===== src/rtl/gcd_pkg.sv =====
// Shared types and defaults for the binary (Stein) GCD unit.
package gcd_pkg;

    // Default operand/result width.
    localparam int unsigned GCD_WIDTH = 32;

    // Width of the iteration counter exposed when GCD_ITER_COUNT_EN is defined.
    localparam int unsigned ITER_CNT_WIDTH = 16;

    // Controller states.
    typedef enum logic [1:0] {
        IDLE = 2'd0,
        OP   = 2'd1,
        DONE = 2'd2
    } state_t;

    // Shift-count width: enough bits to count every factor of two a WIDTH-bit value can hold.
    function automatic int unsigned shift_width(input int unsigned width);
        return $clog2(width) + 1;
    endfunction

endpackage


===== src/rtl/gcd_step.sv =====
// One Stein-algorithm step: given the working operands and the common power-of-two count,
// produce the next operands and count. eq flags that the operands have converged, which
// ends the computation.
module gcd_step
    import gcd_pkg::*;
#(
    parameter int unsigned WIDTH = GCD_WIDTH,
    parameter int unsigned NW    = shift_width(WIDTH)
) (
    input  logic [WIDTH-1:0] a,
    input  logic [WIDTH-1:0] b,
    input  logic [NW-1:0]    n,
    output logic [WIDTH-1:0] a_next,
    output logic [WIDTH-1:0] b_next,
    output logic [NW-1:0]    n_next,
    output logic             eq
);

    // Apply the first matching reduction rule; operands are unchanged once equal.
    always_comb begin
        a_next = a;
        b_next = b;
        n_next = n;
        eq     = (a == b);
        if (eq) begin
            a_next = a;
        end else if (!a[0] && !b[0]) begin
            // Common factor of two: strip it and remember it for the final shift.
            a_next = a >> 1;
            b_next = b >> 1;
            n_next = n + 1'b1;
        end else if (!a[0]) begin
            a_next = a >> 1;
        end else if (!b[0]) begin
            b_next = b >> 1;
        end else if (a > b) begin
            // Both odd: the difference is even, so the next step halves it.
            a_next = a - b;
        end else begin
            b_next = b - a;
        end
    end

endmodule


===== src/rtl/gcd.sv =====
// Multi-cycle binary GCD unit with a start/ready/done_tick handshake.
// Operands are captured on an accepted start; the result stays in gcd_out until the next
// operation completes. A zero operand yields 0 without entering the iteration loop.
// Optional build macro GCD_ITER_COUNT_EN adds iter_cnt, the number of OP-state cycles spent
// on the most recent operation (saturating, cleared on accepted start).
module gcd
    import gcd_pkg::*;
#(
    parameter int unsigned WIDTH = GCD_WIDTH
) (
    input  logic             clk,
    input  logic             reset,
    input  logic             start,
    input  logic [WIDTH-1:0] a_in,
    input  logic [WIDTH-1:0] b_in,
    output logic             ready,
    output logic             done_tick,
    output logic [WIDTH-1:0] gcd_out
`ifdef GCD_ITER_COUNT_EN
    ,
    output logic [ITER_CNT_WIDTH-1:0] iter_cnt
`endif
);

    localparam int unsigned NW = shift_width(WIDTH);

    state_t           state;
    logic [WIDTH-1:0] a_reg;
    logic [WIDTH-1:0] b_reg;
    logic [NW-1:0]    n_reg;

    logic [WIDTH-1:0] a_next;
    logic [WIDTH-1:0] b_next;
    logic [NW-1:0]    n_next;
    logic             eq;

    logic             accept;
    logic             zero_op;

    assign accept  = (state == IDLE) && start;
    assign zero_op = (a_in == '0) || (b_in == '0);

    gcd_step #(
        .WIDTH (WIDTH),
        .NW    (NW)
    ) u_step (
        .a      (a_reg),
        .b      (b_reg),
        .n      (n_reg),
        .a_next (a_next),
        .b_next (b_next),
        .n_next (n_next),
        .eq     (eq)
    );

    // Controller and datapath registers; ready/done_tick are registered copies of the
    // next-state decode so they track IDLE/DONE exactly.
    always_ff @(posedge clk or posedge reset) begin
        if (reset) begin
            state     <= IDLE;
            a_reg     <= '0;
            b_reg     <= '0;
            n_reg     <= '0;
            gcd_out   <= '0;
            done_tick <= 1'b0;
            ready     <= 1'b1;
        end else begin
            done_tick <= 1'b0;
            ready     <= 1'b0;
            case (state)
                IDLE: begin
                    if (start) begin
                        a_reg <= a_in;
                        b_reg <= b_in;
                        n_reg <= '0;
                        if (zero_op) begin
                            gcd_out   <= '0;
                            done_tick <= 1'b1;
                            state     <= DONE;
                        end else begin
                            state <= OP;
                        end
                    end else begin
                        ready <= 1'b1;
                    end
                end
                OP: begin
                    if (eq) begin
                        // Restore the common power of two; the true gcd always fits.
                        gcd_out   <= a_reg << n_reg;
                        done_tick <= 1'b1;
                        state     <= DONE;
                    end else begin
                        a_reg <= a_next;
                        b_reg <= b_next;
                        n_reg <= n_next;
                    end
                end
                DONE: begin
                    ready <= 1'b1;
                    state <= IDLE;
                end
                default: begin
                    ready <= 1'b1;
                    state <= IDLE;
                end
            endcase
        end
    end

`ifdef GCD_ITER_COUNT_EN
    logic [ITER_CNT_WIDTH-1:0] iter_q;

    // Count OP cycles of the current operation, saturating at all-ones.
    always_ff @(posedge clk or posedge reset) begin
        if (reset) begin
            iter_q <= '0;
        end else if (accept) begin
            iter_q <= '0;
        end else if ((state == OP) && (iter_q != {ITER_CNT_WIDTH{1'b1}})) begin
            iter_q <= iter_q + 1'b1;
        end
    end

    assign iter_cnt = iter_q;
`endif

endmodule


===== config.mk =====
export PLATFORM = sky130hd
export DESIGN_NAME = gcd
export DESIGN_NICKNAME = d
export VERILOG_FILES = /design/src/rtl/gcd_pkg.sv /design/src/rtl/gcd_step.sv /design/src/rtl/gcd.sv
export SDC_FILE = /design/constraint.sdc
export NUM_CORES = 1
export LEC_CHECK = 0
export BUFFER_PORTS_ARGS = -buffer_cell sky130_fd_sc_hd__buf_2
export CORE_MARGIN = 1.5
export CORE_UTILIZATION = 53
export DETAILED_ROUTE_END_ITERATION = 7
export PLACE_DENSITY = 0.8
export SYNTH_ARGS = -nofsm -noshare
export SYNTH_HDL_FRONTEND = slang
export SYNTH_SLANG_ARGS = --single-unit
export TNS_END_PERCENT = 30

===== constraint.sdc =====
create_clock -name clk -period 4.3 [get_ports clk]
set_clock_uncertainty 0.05 [all_clocks]
set_input_delay 0.43 -clock clk [delete_from_list [all_inputs] [get_ports clk]]
set_output_delay 0.43 -clock clk [all_outputs]
set_load 0.02 [all_outputs]

Word-level counts from Yosys, hierarchy flattened
Cells that the tools add are included.
Widths: inputs -> output; s select.
{ "word_totals": {"elab_cells": 72, "input_bits": 67, "output_inout_bits": 34, "register_bits": 106} }
{ "classes": {"n_eq_ne": 11, "muxes": 32, "n_shift": 1, "add_sub_neg": 3, "n_lt_le_gt_ge": 1, "reduce_logical": 15} }
{ "ops": {"columns": ["operator", "n"], "rows": [
  ["$mux 32", 15],
  ["$pmux 32 s2", 3],
  ["$logic_not 32->1", 2],
  ["$sub 32x32->32", 2],
  ["$eq 32x32->1", 1],
  ["$gt 32x32->1", 1],
  ["$shl 32x6->32", 1],
  ["$mux 6", 3],
  ["$pmux 6 s2", 1],
  ["$reduce_and 4->1", 3],
  ["$reduce_and 5->1", 2],
  ["$ne 2x2->1 const B", 4],
  ["$ne 4x3->1 const B", 2],
  ["$add 6x1->6 const B", 1],
  ["$mux 2", 3],
  ["$mux 1", 4],
  ["$ne 4x2->1 const B", 1],
  ["$pmux 1 s2", 2],
  ["$pmux 2 s2", 1],
  ["$ne 3x2->1 const B", 1],
  ["$reduce_and 3->1", 1],
  ["$eq 2x1->1 const B", 1],
  ["$logic_not 1->1", 2],
  ["$logic_not 2->1", 1],
  ["5 further kinds", 5]
]} }

Depth between registers and ports, before layout
Gate-level depths: netlist of run 1.
{ "logic_depth": {"depth_word": 7, "depth_mapped": 14} }

Cells and area by module
A second synthesis of run 1 with hierarchy kept.
{ "hier_totals": {"cells_unflattened": 1401, "area_unflattened_um2": 11612.4} }
{ "modules_own_cells": {"columns": ["mod", "area_each_um2", "cells_per_inst", "instances", "seq_area_each_um2"], "rows": [
  ["gcd", 6565.0, 638, 1, 2653.8],
  ["gcd_step", 5047.3, 763, 1, 0.0]
]} }

Worst setup path before layout of run 1
Ideal clock, no wire load.
{ "synth_timing": {"kind": "reg-to-reg", "start": "register a_reg[13]", "end": "register a_reg[13]", "setup_ps": 137, "arrival_ps": 3099, "slack_ps": 1014, "period_less_slack_ps": 3286, "path_stages_with_launch": 14, "path_buffers": 4, "path_cell_list": "dfrtp_1 -> inv_1 -> ha_1 -> buf_4 -> nand4_1 -> or4_4 -> or4_1 -> buf_2 -> o21a_1 -> buf_6 -> o31a_4 -> buf_6 -> o21ai_0 -> o22ai_2"} }
{ "synth_between": {"elab_chain_cells": 7, "word_cells_on_any_way": 12} }
{ "synth_lines": {"columns": ["element", "line", "source"], "rows": [
  ["from (decl)", "gcd.sv:28", "logic [WIDTH-1:0] a_reg;"],
  ["from (signal assigned)", "gcd.sv:73", "a_reg <= a_in;"],
  ["from (signal assigned)", "gcd.sv:94", "a_reg <= a_next;"],
  ["$sub 32x32->32", "gcd_step.sv:38", "a_next = a - b;"],
  ["$mux 32", "gcd_step.sv:36", "end else if (a > b) begin"],
  ["$mux 32", "gcd_step.sv:34", "end else if (!b[0]) begin"],
  ["$mux 32", "gcd_step.sv:32", "end else if (!a[0]) begin"],
  ["$mux 32", "gcd_step.sv:27", "end else if (!a[0] && !b[0]) begin"],
  ["$mux 32", "gcd.sv:88", "if (eq) begin"],
  ["$pmux 32 s2", "gcd.sv:70", "case (state)"]
]} }
Several ways; a longest one is shown, not always the timed one. The select of a mux whose other input is x is not followed.
A chain may end at the register's enable or synchronous reset.

Worst setup path in the final report of run 1
{ "layout_timing": {"start": "register a_reg[21]", "end": "register a_reg[7]"} }
{ "layout_between": {"elab_chain_cells": 3, "word_cells_on_any_way": 5} }
{ "layout_lines": {"columns": ["element", "line"], "rows": [
  ["$gt 32x32->1 or $eq 32x32->1 (tied branches)", "gcd_step.sv:36, gcd_step.sv:24"],
  ["$ne 4x2->1 (no source line) or $ne 2x2->1 (tied branches)", null],
  ["$reduce_and 5->1 (no source line) *", null]
]} }
Every way passes the cells marked *; elsewhere a longest branch is shown, timed or not.

==> impl_results.md, run 1 <==
* Final Slew Violations at 0
* Worst reg2reg path depth at 9
* Cell taking the most area after synthesis: dfrtp_1
* Most common cell after layout, fill and taps aside: nand2_1
* PD cells at 171 nW/um^2
* Crit path DAT at 4300 ps
* DRC at 0
* Initial drt markers at 1008
* Max clock buf depth at 2
* Pre-CTS setup slack at 265 ps
* Area grow syn2layout at 9.25%
* Core Region at 18700 um^2
* Buf/Inv on CP at 1
* Peak Freq at 0.243 GHz
* Cell Area, Synth at 10100 um^2
* # H-tree levels at 3
* I/O Pins at 101
* Cts hold-fix bufs at 0
* Layout cells sized above 1 at 0.159
* Post-CTS setup buffers at 0
* Post-synth ARST share at 1.00
* Final ANT Viol Nets at 0
* Placer congestion estimate at 0.997
* Cell Chain, Critical Path: inv_1 > ha_1 > nand4_2 > or4_4 > or4_1 > o21a_1 > o31a_4 > o21ai_0 > o22ai_1
* Row count at 50
* First-pass GRT wire length at 49500 um
* Synth Flop Type: dfrtp_1
* Hold Path Depth at 2
* Routed len/inst at 19.8 um
* CTS tree: done
* Sum Neg Setup Slack at 0 ps
* CTS root buffer: clkbuf_16
* Filler cells at 1703
* Sw Ratio at 0.246
* Die width at 141 um
* Worst path max stage delay at 670 ps
* Starting Density at 0.540
* Nets at 1453
* RSZ-0062 raised after global routing: no
* Synth warn at 0
* Aggregate global routing overflow at 0
* EDFF count, synth at 0
* Detailed Place HPWL at 23900 um
* Setup crit start kind: flop
* Max-cap violations at 0
* Initial antenna violation count at 0
* IO buf count at 100
* CP Max Fanout at 44
* Required time of the critical path at 4490 ps
* Final Cycle Share at 0.955
* Area contributors post-synth: dfrtp_1 26%, ha_1 8.2%, o21ai_0 6.7%, nand2_1 5.8%, a21oi_1 4.5%
* Net Count, Synth at 1399
* Critical path depth at 9
* Pleak at 4.92 nW
* Pin count of the biggest net entering global routing at 79
* Setup Viol. Count Final at 0
* Crit. End Element: flop
* Status: completed
* Via density at 6.41
* Die Span Y at 141 um
* Cell family with most CP delay: simple AND/OR/NAND/NOR gates
* Final Hold Fails at 0
* Period minus WS final at 4110 ps
* Most frequent cells in the layout: 157 x nand2_1, 135 x o21ai_0, 105 x dfrtp_1, 100 x buf_2, 90 x a21oi_1
* CTS Buf Count at 9
* Max VDD drop at 0.000198 V
* Synthesis-stage register bit count at 106
* Hold Crit Class: primary input to flop
* Drt first pass iters at 6
* Flop pwr share at 0.529
* Hold WS at 219 ps
* Post-route worst setup slack at 193 ps
* Pint at 1.42 mW
* Distinct cells, synth at 77
* Logic pwr share at 0.035
* Final wirelength at 30900 um
* All-Layer GR Usage at 0.314
* Via count at 9974
* CP max stage cell: or4_1
* Vias in the first global route at 9234
* Antenna fix cells at 0
* Reg clk slew, reported paths at 80 ps
* Clock power share at 0.436
* Worst slew pin tran at 1240 ps
* Mapped Cells at 1264
* NetSw at 0.464 mW
* Die area at 19900 um^2
* Yosys top cell area share at 0.260
* Sequential fraction of the synthesis area at 0.263
* CP Class: flop to flop
* Slew HR at 0.169
* Avg Inst Size Synth at 7.99 um^2
* Clk sinks at 106
* Skew-Pair Late Insertion Delay at 370 ps
## power groups by stage
stage / logic, mW / clock network [mW] / registers, mW
finish: 0.0666 / 0.821 / 0.996
global route: 0.0742 / 0.863 / 0.996
CTS: 0.0673 / 0.829 / 0.996
detailed placement: 0.0671 / 0 / 1.02
global placement: 0.0670 / 0 / 1.02
floorplan: 0.0173 / 0 / 1.02
## cell families after synthesis
logic type,share of synthesized area
xor+xnor,0.0512
compound gates,0.302
simple gates,0.156
fa+ha+maj,0.0858
mux,0.0662
flops,0.263
buf+inv,0.0766
## per-layer routing
layer | global-route usage | up-vias | share of wire
li1 | - | 4724 | -
met1 | 0.440 | 4649 | 0.44
met2 | 0.485 | 521 | 0.44
met3 | 0.0574 | 80 | 0.082
met4 | 0.115 | 0 | 0.034
met5 | 0 | - | 0
## stage by stage
stage | total power, mW | instances | instance area, um^2 | utilization
floorplan | 1.03 | 1264 | 10100 | -
global placement | 1.08 | 1541 | 10700 | 0.574
detailed placement | 1.08 | 1541 | 10700 | 0.574
CTS | 1.89 | 1557 | 11000 | 0.589
global route | 1.93 | 1557 | 11000 | 0.590
finish | 1.88 | 1557 | 11000 | 0.590
## synth_stat cells (12+ instances only)
cell type,count
nand2_1,157
o21ai_0,135
dfrtp_1,105
a21oi_1,90
inv_1,83
nor2_1,77
ha_1,66
clkbuf_1,56
xnor2_1,40
mux2i_1,33
a221oi_1,31
a21o_1,20
nand4_1,20
o31ai_1,19
xor2_1,19
nor4_1,17
nand3_1,16
o22ai_1,16
nor3_1,15
o21ai_1,14
a211oi_1,13
o21bai_1,13
mux4_2,12
## layout make-up
cell class / instances / area, um^2 / share of cell area
clock buffers: 10 / 229 / 0.0208
flip-flops and latches: 106 / 2650 / 0.241
inverters: 84 / 318 / 0.0288
repair buffers: 137 / 791 / 0.0717
well taps: 234 / 293 / 0.0265
multi-input cells: 980 / 6700 / 0.607
clock inverters: 6 / 48.8 / 0.00442
## timing repair
item	4_1_cts	5_1_grt
endpoints found under the setup margin	0	11
endpoints found under the hold margin	0	0
gates resized for setup	0	1
## path summary, 6_finish.rpt
path | end | startpoint | slack (ps)
worst max-delay path | a_reg[7]$_DFFE_PP0P_ | a_reg[21]$_DFFE_PP0P_ | 190
worst min-delay path | ready$_DFF_PP1_ | start | 220
worst max register to register | a_reg[7]$_DFFE_PP0P_ | a_reg[21]$_DFFE_PP0P_ | 190
worst min register to register | gcd_out[12]$_DFFE_PP0P_ | gcd_out[12]$_DFFE_PP0P_ | 430
max in group asynchronous | b_reg[22]$_DFFE_PP0P_ | reset | 3000
min in group asynchronous | gcd_out[1]$_DFFE_PP0P_ | reset | 240
Power figures use the tool's default switching activity.
==> inputs of run 2 (changes only) <==
--- a/config.mk
+++ b/config.mk
@@ -7,5 +7,6 @@
 export LEC_CHECK = 0
-export BUFFER_PORTS_ARGS = -buffer_cell sky130_fd_sc_hd__buf_2
+export BUFFER_PORTS_ARGS = -buffer_cell sky130_fd_sc_hd__buf_4
 export CORE_MARGIN = 1.5
 export CORE_UTILIZATION = 53
+export CTS_CLUSTER_SIZE = 10
 export DETAILED_ROUTE_END_ITERATION = 7
==> constraint.sdc (replaced) <==
create_clock -name clk -period 4.3 [get_ports clk]
set_clock_uncertainty 0.05 [all_clocks]
set_input_delay 1.29 -clock clk [delete_from_list [all_inputs] [get_ports clk]]
set_output_delay 1.29 -clock clk [all_outputs]
set_load 0.02 [all_outputs]
==> impl_results.md, run 2 (synthesis gave the netlist of run 1 again) <==
* Status: completed (unchanged)
* CP Class: flop to flop (unchanged)
* Die area at 19900 um^2 (unchanged)
* Via density at 6.46 (was 6.41)
* Die width at 141 um (unchanged)
* Reg clk slew, reported paths at 80 ps (about the same)
* Drt first pass iters at 6 (unchanged)
* Sw Ratio at 0.241 (was 0.246)
* CP Max Fanout at 27 (was 44)
* Row count at 50 (unchanged)
* Vias in the first global route at 9255 (was 9234)
* Total power at 1.92 mW (was 1.88 mW)
* Starting Density at 0.540 (unchanged)
* FF-to-FF setup slack at 270 ps (was 190 ps)
* Cell Chain, Critical Path: inv_1 > ha_1 > nand4_1 > or4_4 > o21bai_1 > a31oi_1 > o21ai_0 > nor2_2 > a221o_1 > o21ai_0 > o21ai_1 (was inv_1 > ha_1 > nand4_2 > or4_4 > or4_1 > o21a_1 > o31a_4 > o21ai_0 > o22ai_1)
* Clk sinks at 106 (unchanged)
* Cell Count, Final, Fillers Out at 1562 (was 1557)
* Final Cycle Share at 0.936 (was 0.955)
* Flop pwr share at 0.518 (was 0.529)
* Final Slew Violations at 0 (unchanged)
* Hold Crit Class: flop to flop (was primary input to flop)
* First-pass GRT wire length at 50900 um (was 49500 um)
* NetSw at 0.464 mW (about the same)
* DRC at 0 (unchanged)
* CP max stage cell: nor2_2 (was or4_1)
* Nets at 1457 (was 1453)
* CTS tree: done (unchanged)
* Worst slew pin tran at 1180 ps (was 1240 ps)
* Detailed Place HPWL at 24900 um (was 23900 um)
* Setup Viol. Count Final at 0 (unchanged)
* Most frequent CP cell: o21ai_0
* # H-tree levels at 3 (unchanged)
* Initial antenna violation count at 1 (was 0)
* Max VDD drop at 0.000194 V (was 0.000198 V)
* Initial drt markers at 1028 (was 1008)
* Crit. End Element: flop (unchanged)
* Core Region at 18700 um^2 (unchanged)
* Layout cells sized above 1 at 0.162 (was 0.159)
* CTS Buf Count at 9 (unchanged)
* Final Hold Fails at 0 (unchanged)
* All-Layer GR Usage at 0.324 (was 0.314)
* Post-CTS setup buffers at 0 (unchanged)
* Final ANT Viol Nets at 0 (unchanged)
* RSZ-0062 raised after global routing: no (unchanged)
* Die Span Y at 141 um (unchanged)
* CTS-repair resized insts at 0 (unchanged)
* Clock power share at 0.438 (was 0.436)
* Pint at 1.46 mW (was 1.42 mW)
* Slew HR at 0.213 (was 0.169)
* Most frequent cells in the layout: 157 x nand2_1, 139 x buf_4, 135 x o21ai_0, 105 x dfrtp_1, 90 x a21oi_1 (was 157 x nand2_1, 135 x o21ai_0, 105 x dfrtp_1, 100 x buf_2, 90 x a21oi_1)
* IO buf count at 100 (unchanged)
* Skew-Pair Late Insertion Delay at 370 ps (about the same)
* Pin count of the biggest net entering global routing at 79 (unchanged)
* Aggregate global routing overflow at 0 (unchanged)
* PD cells at 170 nW/um^2 (was 171 nW/um^2)
* Pleak at 5.05 nW (was 4.92 nW)
* Period minus WS final at 4030 ps (was 4110 ps)
* Routed len/inst at 20.3 um (was 19.8 um)
* CTS root buffer: clkbuf_16 (unchanged)
* Via count at 10100 (was 9974)
* Sum Neg Setup Slack at 0 ps (unchanged)
* Cts hold-fix bufs at 0 (unchanged)
* Crit path DAT at 4260 ps (was 4300 ps)
* Peak Freq at 0.248 GHz (was 0.243 GHz)
* Required time of the critical path at 4540 ps (was 4490 ps)
* Filler cells at 1696 (was 1703)
* Placer congestion estimate at 0.977 (was 0.997)
* Max-cap violations at 0 (unchanged)
* I/O Pins at 101 (unchanged)
* Most common cell after layout, fill and taps aside: nand2_1 (unchanged)
* Max clock buf depth at 2 (unchanged)
* Area grow syn2layout at 12.3% (was 9.25%)
* Setup crit start kind: flop (unchanged)
* Final wirelength at 31800 um (was 30900 um)
* Logic pwr share at 0.044 (was 0.035)
* Worst path max stage delay at 970 ps (was 670 ps)
* Placed cells at 1545 (was 1541)
==> run 2: power by group through the flow <==
stage	logic [mW]	clock network, mW	registers [mW]
final	0.0850	0.841	0.996
after floorplan	0.0173	0	1.02
after detailed placement	0.0856	0	1.02
after CTS	0.0858	0.850	0.996
after global placement	0.0849	0	1.02
after global routing	0.0934	0.883	0.996
==> run 2: worst paths after layout <==
| kind | from | endpoint | cells past startpoint |
|---|---|---|---|
| setup / recovery | a_reg[15]$_DFFE_PP0P_ | a_reg[14]$_DFFE_PP0P_ | 11 |
| hold / removal | gcd_out[12]$_DFFE_PP0P_ | gcd_out[12]$_DFFE_PP0P_ | 2 |
| setup reg to reg | a_reg[15]$_DFFE_PP0P_ | a_reg[14]$_DFFE_PP0P_ | 11 |
| hold reg to reg | gcd_out[12]$_DFFE_PP0P_ | gcd_out[12]$_DFFE_PP0P_ | 2 |
| max in group asynchronous | reset | ready$_DFF_PP1_ | 3 |
| min in group asynchronous | reset | a_reg[1]$_DFFE_PP0P_ | 2 |
==> run 2: final cells by class <==
type / instances / area [um^2] / area share
Antenna cell: 1 / 2.50 / 0.000221
Clock inverter: 5 / 46.3 / 0.00408
Tap cell: 234 / 293 / 0.0258
Inverter: 84 / 318 / 0.0280
Multi-Input combinational cell: 980 / 6700 / 0.591
Timing Repair Buffer: 141 / 1080 / 0.0956
Sequential cell: 106 / 2650 / 0.234
Clock buffer: 11 / 243 / 0.0214
==> run 2: through the flow <==
step / hold WS (ps) / util / area, um^2 / setup slack [ps]
6_report: 432 / 0.606 / 11300 / 274
5_1_grt: 461 / 0.606 / 11300 / 2.98
3_3_place_gp: 414 / 0.590 / 11000 / 461
2_1_floorplan: 387 / - / 10100 / 173
3_5_place_dp: 421 / 0.590 / 11000 / 374
4_1_cts: 438 / 0.606 / 11300 / 350
==> run 2: worst max-delay path: cells and delay by family, from the launching register on <==
kind / cells / cell delay, ps
AOI/OAI and AO/OA: 6 / 1200
DFF: 1 / 510
adders and majority gates: 1 / 340
buffers and inverters: 1 / 180
and+or+nand+nor: 3 / 1670
==> run 2: routing by layer <==
| layer | global-route usage | part of all wire | vias to the layer above |
|---|---|---|---|
| met5 | 0 | 0 | - |
| met4 | 0.115 | 0.030 | 0 |
| met3 | 0.0503 | 0.076 | 70 |
| met2 | 0.490 | 0.44 | 469 |
| met1 | 0.469 | 0.45 | 4821 |
| li1 | - | - | 4729 |
